**src/rtl/adc_capture_sequencer_if.sv**
```systemverilog
// Stream interfaces for the capture sequencer: ADC sample input (no backpressure)
// and the AXI-Stream style beat output toward the DMA/FIFO.

interface adc_sample_if #(
    parameter int DATA_WIDTH = 16
);
    logic [DATA_WIDTH-1:0] tdata;
    logic                  tvalid;

    modport master (output tdata, output tvalid);
    modport slave  (input  tdata, input  tvalid);
endinterface

interface adc_capture_sequencer_if #(
    parameter int DATA_WIDTH = 16
);
    logic [DATA_WIDTH-1:0] tdata;
    logic                  tvalid;
    logic                  tready;
    logic                  tlast;

    modport master (output tdata, output tvalid, output tlast, input  tready);
    modport slave  (input  tdata, input  tvalid, input  tlast, output tready);
endinterface

```
**src/rtl/adc_capture_sequencer.sv**
```systemverilog
// Threshold-triggered burst capture from the ADC magnitude stream into a stream sink,
// with holdoff, optional auto re-arm and a single output register stage.
//
//  state      | meaning
//  -----------+------------------------------------------------------------
//  ST_IDLE    | waiting for arm; config inputs sampled on arm
//  ST_ARMED   | discarding samples until one is strictly above the level
//  ST_CAPTURE | every valid sample becomes a burst beat until N beats sent
//  ST_HOLDOFF | down-counting the holdoff interval, then ARMED or IDLE

module adc_capture_sequencer #(
    parameter int DATA_WIDTH = 16,
    parameter int CNT_WIDTH  = 16,
    parameter int EVT_WIDTH  = 16
) (
    input  logic                   aclk,
    input  logic                   aresetn,
    input  logic                   arm,
    input  logic                   abort,
    input  logic                   auto_rearm,
    input  logic [DATA_WIDTH-1:0]  trigger_level,
    input  logic [CNT_WIDTH-1:0]   post_samples,
    input  logic [CNT_WIDTH-1:0]   holdoff_cycles,
    adc_sample_if.slave            s_axis,
    adc_capture_sequencer_if.master m_axis,
    output logic                   busy,
    output logic                   triggered,
    output logic                   overflow,
    output logic [EVT_WIDTH-1:0]   capture_count
);

    localparam logic [1:0] ST_IDLE    = 2'd0;
    localparam logic [1:0] ST_ARMED   = 2'd1;
    localparam logic [1:0] ST_CAPTURE = 2'd2;
    localparam logic [1:0] ST_HOLDOFF = 2'd3;

    localparam logic [CNT_WIDTH-1:0] CNT_ZERO = '0;
    localparam logic [CNT_WIDTH-1:0] CNT_ONE  = {{(CNT_WIDTH-1){1'b0}}, 1'b1};
    localparam logic [EVT_WIDTH-1:0] EVT_ONE  = {{(EVT_WIDTH-1){1'b0}}, 1'b1};

    logic [1:0]            state_q,     state_d;
    logic [DATA_WIDTH-1:0] level_q,     level_d;
    logic [CNT_WIDTH-1:0]  n_beats_q,   n_beats_d;
    logic [CNT_WIDTH-1:0]  hold_len_q,  hold_len_d;
    logic                  auto_q,      auto_d;
    logic [CNT_WIDTH-1:0]  rem_q,       rem_d;
    logic [CNT_WIDTH-1:0]  hold_cnt_q,  hold_cnt_d;
    logic [DATA_WIDTH-1:0] out_data_q,  out_data_d;
    logic                  out_valid_q, out_valid_d;
    logic                  out_last_q,  out_last_d;
    logic                  overflow_q,  overflow_d;
    logic [EVT_WIDTH-1:0]  count_q,     count_d;

    logic                  sample_hit;
    logic                  beat_new;
    logic                  beat_last;
    logic [CNT_WIDTH-1:0]  rem_cur;

    // In ARMED the trigger sample is beat 1, so the remaining count is the full burst length.
    always_comb begin
        rem_cur    = (state_q == ST_ARMED) ? n_beats_q : rem_q;
        sample_hit = s_axis.tvalid &&
                     (((state_q == ST_ARMED) && (s_axis.tdata > level_q)) ||
                      (state_q == ST_CAPTURE));
        beat_new   = sample_hit && !abort;
        beat_last  = (rem_cur == CNT_ONE);
    end

    always_comb begin
        state_d     = state_q;
        level_d     = level_q;
        n_beats_d   = n_beats_q;
        hold_len_d  = hold_len_q;
        auto_d      = auto_q;
        rem_d       = rem_q;
        hold_cnt_d  = hold_cnt_q;
        out_data_d  = out_data_q;
        out_valid_d = out_valid_q;
        out_last_d  = out_last_q;
        overflow_d  = overflow_q;
        count_d     = count_q;

        if (out_valid_q && m_axis.tready) begin
            out_valid_d = 1'b0;
        end

        // A beat arriving while the register is full and not draining is dropped.
        if (beat_new) begin
            if (!out_valid_q || m_axis.tready) begin
                out_valid_d = 1'b1;
                out_data_d  = s_axis.tdata;
                out_last_d  = beat_last;
            end else begin
                overflow_d  = 1'b1;
            end
        end

        case (state_q)
            ST_IDLE: begin
                if (arm) begin
                    level_d    = trigger_level;
                    n_beats_d  = (post_samples == CNT_ZERO) ? CNT_ONE : post_samples;
                    hold_len_d = (holdoff_cycles == CNT_ZERO) ? CNT_ONE : holdoff_cycles;
                    auto_d     = auto_rearm;
                    overflow_d = 1'b0;
                    state_d    = ST_ARMED;
                end
            end
            ST_ARMED, ST_CAPTURE: begin
                if (beat_new) begin
                    if (beat_last) begin
                        count_d    = count_q + EVT_ONE;
                        hold_cnt_d = hold_len_q;
                        state_d    = ST_HOLDOFF;
                    end else begin
                        rem_d      = rem_cur - CNT_ONE;
                        state_d    = ST_CAPTURE;
                    end
                end
            end
            ST_HOLDOFF: begin
                if (hold_cnt_q == CNT_ONE) begin
                    state_d = auto_q ? ST_ARMED : ST_IDLE;
                end else begin
                    hold_cnt_d = hold_cnt_q - CNT_ONE;
                end
            end
            default: begin
                state_d = ST_IDLE;
            end
        endcase

        if (abort) begin
            state_d = ST_IDLE;
        end
    end

    always_ff @(posedge aclk or negedge aresetn) begin
        if (!aresetn) begin
            state_q     <= ST_IDLE;
            level_q     <= '0;
            n_beats_q   <= '0;
            hold_len_q  <= '0;
            auto_q      <= 1'b0;
            rem_q       <= '0;
            hold_cnt_q  <= '0;
            out_data_q  <= '0;
            out_valid_q <= 1'b0;
            out_last_q  <= 1'b0;
            overflow_q  <= 1'b0;
            count_q     <= '0;
        end else begin
            state_q     <= state_d;
            level_q     <= level_d;
            n_beats_q   <= n_beats_d;
            hold_len_q  <= hold_len_d;
            auto_q      <= auto_d;
            rem_q       <= rem_d;
            hold_cnt_q  <= hold_cnt_d;
            out_data_q  <= out_data_d;
            out_valid_q <= out_valid_d;
            out_last_q  <= out_last_d;
            overflow_q  <= overflow_d;
            count_q     <= count_d;
        end
    end

    assign m_axis.tdata  = out_data_q;
    assign m_axis.tvalid = out_valid_q;
    assign m_axis.tlast  = out_last_q;

    assign busy          = (state_q != ST_IDLE);
    assign triggered     = (state_q == ST_CAPTURE);
    assign overflow      = overflow_q;
    assign capture_count = count_q;

endmodule

```
**src/flat_wrapper.sv**
```systemverilog
// flat-port wrapper written by rule: the top's interface ports become plain ports
module adc_capture_sequencer_flat 
#(
    parameter int DATA_WIDTH = 16,
    parameter int CNT_WIDTH  = 16,
    parameter int EVT_WIDTH  = 16
)
  (aclk, aresetn, arm, abort, auto_rearm, trigger_level, post_samples, holdoff_cycles, busy, triggered, overflow, capture_count, s_axis_tdata, s_axis_tvalid, m_axis_tdata, m_axis_tvalid, m_axis_tlast, m_axis_tready);
  adc_sample_if #(.DATA_WIDTH(DATA_WIDTH)) s_axis_i ();
  adc_capture_sequencer_if #(.DATA_WIDTH(DATA_WIDTH)) m_axis_i ();
  input  logic aclk;
  input  logic aresetn;
  input  logic arm;
  input  logic abort;
  input  logic auto_rearm;
  input  logic [DATA_WIDTH-1:0] trigger_level;
  input  logic [CNT_WIDTH-1:0] post_samples;
  input  logic [CNT_WIDTH-1:0] holdoff_cycles;
  output logic busy;
  output logic triggered;
  output logic overflow;
  output logic [EVT_WIDTH-1:0] capture_count;
  input wire logic [$bits(s_axis_i.tdata)-1:0] s_axis_tdata;
  input wire logic [$bits(s_axis_i.tvalid)-1:0] s_axis_tvalid;
  output wire logic [$bits(m_axis_i.tdata)-1:0] m_axis_tdata;
  output wire logic [$bits(m_axis_i.tvalid)-1:0] m_axis_tvalid;
  output wire logic [$bits(m_axis_i.tlast)-1:0] m_axis_tlast;
  input wire logic [$bits(m_axis_i.tready)-1:0] m_axis_tready;
  assign s_axis_i.tdata = s_axis_tdata;
  assign s_axis_i.tvalid = s_axis_tvalid;
  assign m_axis_tdata = m_axis_i.tdata;
  assign m_axis_tvalid = m_axis_i.tvalid;
  assign m_axis_tlast = m_axis_i.tlast;
  assign m_axis_i.tready = m_axis_tready;
  adc_capture_sequencer #(.DATA_WIDTH(DATA_WIDTH), .CNT_WIDTH(CNT_WIDTH), .EVT_WIDTH(EVT_WIDTH)) u_core (.aclk(aclk), .aresetn(aresetn), .arm(arm), .abort(abort), .auto_rearm(auto_rearm), .trigger_level(trigger_level), .post_samples(post_samples), .holdoff_cycles(holdoff_cycles), .s_axis(s_axis_i), .m_axis(m_axis_i), .busy(busy), .triggered(triggered), .overflow(overflow), .capture_count(capture_count));
endmodule
```
**config.mk**
```make
export PLATFORM = sky130hd
export DESIGN_NAME = adc_capture_sequencer_flat
export DESIGN_NICKNAME = d
export VERILOG_FILES = /design/src/rtl/adc_capture_sequencer_if.sv /design/src/rtl/adc_capture_sequencer.sv /design/src/flat_wrapper.sv
export SDC_FILE = /design/constraint.sdc
export NUM_CORES = 1
export LEC_CHECK = 0
export CORE_MARGIN = 2
export CORE_UTILIZATION = 40
export DETAILED_ROUTE_END_ITERATION = 10
export PLACE_DENSITY = 0.65
export SYNTH_ARGS = -nofsm -noshare
export SYNTH_HDL_FRONTEND = slang
export SYNTH_SLANG_ARGS = --single-unit
```
**constraint.sdc**
```tcl
create_clock -name aclk -period 4.88 [get_ports aclk]
set_input_delay 1.464 -clock aclk [delete_from_list [all_inputs] [get_ports aclk]]
set_output_delay 1.464 -clock aclk [all_outputs]
set_load 0.01 [all_outputs]
```
==> impl_metrics.yaml <==
sta:
  setup_viol: 0
  rsz0062_at_grt: "false"
  fin_crit_sh_pct: 83.0
  max_freq_ghz: 0.247
  setup_tns_ns: 0
  slew_headroom_pct: 31.2
  slew_viol_final: 0
  tightestPinTransition_ns: 1.02
  finalHoldViolCount: 0
  period_needed_ns: 4.05
  clock_skew_ns: 0.00946
  worst_slack_ns: 0.832
power_and_ir_drop:
  ir_drop_v: 0.000281
  finalPower_uw: 4350
  p_leak_uw: 0.00358
  powerDensity_mw_per_mm2: 508
placement:
  portBuffers: 107
  pre_cts_slack_ns: 0.495
  hpwl_um: 11700
  routabilityCongestion: 0.854
  placed_cell_area_mm2: 0.00796
die:
  dieArea_mm2: 0.0176
  floorplan.initialDensity_pct: 40.4
  core_mm2: 0.0164
  pin_count: 108
  die_h_um: 133
  die_x_um: 133
  rows: 47
yosys:
  synth_area_leaders: "dfrtp_1 (45%), mux2_2 (12%), ha_1 (4.7%)"
  yosysWarnings: 0
  synth-edff-count: 0
  netlist_instances: 625
  seq_area_frac_synth_pct: 44.5
  syn_area_mm2: 0.00663
  ys.flop_type: "dfrtp_1"
  synth_nets: 721
  synthDominantCellAreaShare_pct: 44.5
  synth_area_per_cell_um2: 10.6
  synthArstFlopShare_pct: 100
  ys_ff_latch: 118
  synth_top_area_cell: "dfrtp_1"
  yosysUniqueCellTypes: 72
drt:
  routed_via_density: 5.56
  drtIter0Drc: 477
  vias: 5378
  wl_um: 16600
  wl_per_cell_um: 17.2
  route.detailed.drc: 0
  dr.pass1.iters: 4
  detail-route-antenna-nets: 0
worst_setup_path:
  critical_path.max_fanout: 17
  critPathArrivalTime_ns: 2.58
  cp-end-kind: "output pin"
  r2r-start: "u_core.state_q[1]$_DFFE_PN0P_"
  crit_required_ns: 3.42
  timing.rr.end: "u_core.hold_cnt_q[14]$_DFFE_PN0P_"
  critical_path_class: "reg2out"
  crit_path_start_kind: "flip-flop"
  rrSetupSlack_ns: 1.12
  ff2ff_path_depth: 8
global_route:
  grt.overflow.total: 0
  antenna_found_initial: 0
  grt_max_degree: 65
  first_global_vias: 5442
  grt.total_usage_pct: 19.4
  grt_pass1_wl_um: 27500
finish:
  area_delta_synth_final_pct: 29.1
  n_fill_cell: 1423
  nNetsFinal: 830
  final_common_cell: "dfrtp_1"
  regArea_mm2: 0.00295
  multi_input_area_mm2: 0.00343
  diodes: 0
  drive_above_1_share_pct: 18.3
  layout_common_cells: "dfrtp_1 (118), clkdlybuf4s50_1 (106), mux2_2 (70)"
  fin_area_mm2: 0.00856
hold_path:
  holdCritPathClass: "reg2reg"
  hold_depth: 1
  whs_endpoint: "u_core.capture_count[15]$_DFFE_PN0P_"
  holdCritStartpoint: "u_core.capture_count[15]$_DFFE_PN0P_"
clock_tree:
  worstSkewPairLatency_ns: 0.42
  clockBufferDepth: 2
  root_buffer: "clkbuf_16"
  cts_tree: "yes"
  clock_sink_count: 118
  hold_buffers: 0
  cts_resized: 0
  cts_buffers: 17
  ctsHtreeMaxLevel: 4
  post-cts-setup-buffers: 0
  cts.clk_slew.worst_paths_ns: 0.06
flow_run:
  drv_cap: 0
outcome:
  outcome: "complete, no violations"
power by group:
part / internal, uW / total, uW / switching, uW
registers: 1270 / 1540 / 272
logic: 750 / 1520 / 775
clock network: 815 / 1280 / 464
total: 2840 / 4350 / 1510
worst max-delay path: stages (launching register included):
cell	delay [ns]
dfrtp_1	0.40
inv_1	0.14
ha_1	0.64
inv_1	0.40
clkdlybuf4s50_1	0.59
worst max path at each step:
| stage | from | to | slack, ns | cells after the start |
|---|---|---|---|---|
| 3_5_place_dp | s_axis_tdata[7] | u_core.capture_count[1]$_DFFE_PN0P_ | 0.50 | 9 |
| 3_3_place_gp | s_axis_tdata[7] | u_core.capture_count[1]$_DFFE_PN0P_ | 0.50 | 9 |
| 6_report | u_core.state_q[0]$_DFFE_PN0P_ | busy | 0.83 | 4 |
| 2_1_floorplan | s_axis_tdata[7] | u_core.m_axis.tdata[10]$_DFFE_PN0P_ | 1.23 | 9 |
| 4_1_cts | u_core.state_q[0]$_DFFE_PN0P_ | busy | 0.86 | 4 |
| 5_1_grt | u_core.state_q[0]$_DFFE_PN0P_ | busy | 0.67 | 4 |
sequential cells by signal (all words and copies together), names as in the netlist:
register              count
u_core.auto_q             1
u_core.rem_q             16
u_core.state_q            2
u_core.level_q           16
u_core.capture_count     16
u_core.m_axis.tdata      16
u_core.hold_len_q        16
u_core.overflow           1
u_core.hold_cnt_q        16
u_core.n_beats_q         16
u_core.m_axis.tvalid      1
u_core.m_axis.tlast       1
kinds of logic (layout without fill, tap and decap cells):
group / count (synthesis) / in the layout / synth area share (%)
adders and majority gates: 25 / 25 / 4.72
AOI/OAI and AO/OA: 135 / 135 / 14.9
and+or+nand+nor: 176 / 176 / 15.0
buffers and inverters: 64 / 186 / 3.93
muxes: 78 / 78 / 13.1
xor gates and xnor gates: 29 / 29 / 3.83
DFF: 118 / 118 / 44.5
final cells by class:
cell class,count,share of cell area (%)
Multi-Input combinational cell,443,40.1
Sequential cell,118,34.5
Timing Repair Buffer,118,13.6
Clock buffer,20,5.22
Tap cell,220,3.21
Clock inverter,12,1.80
Inverter,36,1.58
metal layers:
metal  share of wire (%)  track usage (%)  vias up
met1                  46             25.6     2630
met3                 5.3             4.90       23
li1                    -                -     2554
met4                 1.9             7.23        0
met2                  47             30.9      171
met5                   0                0        -
metrics by stage:
step	std cells	hold WS, ns	utilization, %
floorplan	625	0.450	-
global placement	935	0.460	48.5
detailed placement	935	0.464	48.5
CTS	967	0.471	52.2
global route	967	0.501	52.2
finish	967	0.463	52.2
synthesized netlist by cell type, drive strengths merged (3+ instances only):
cell type / n
nor2: 43
nor2b: 5
mux2: 71
or4: 3
inv: 36
o31ai: 8
a21oi: 17
o22ai: 3
o211ai: 4
nor3b: 5
nand2: 25
o21ai: 32
mux2i: 7
buf: 12
nor4b: 4
xnor2: 10
or3: 4
a41oi: 4
a22oi: 7
xor2: 19
a31oi: 3
and4: 3
ha: 25
clkbuf: 16
a2111oi: 4
a221oi: 3
o22a: 3
nand2b: 6
nor4: 20
dfrtp: 118
o221ai: 5
a211o: 7
and3: 5
nor3: 33
a211oi: 5
nand4: 9
nand3: 9
o311ai: 5
(Power assumes the default switching activity.)
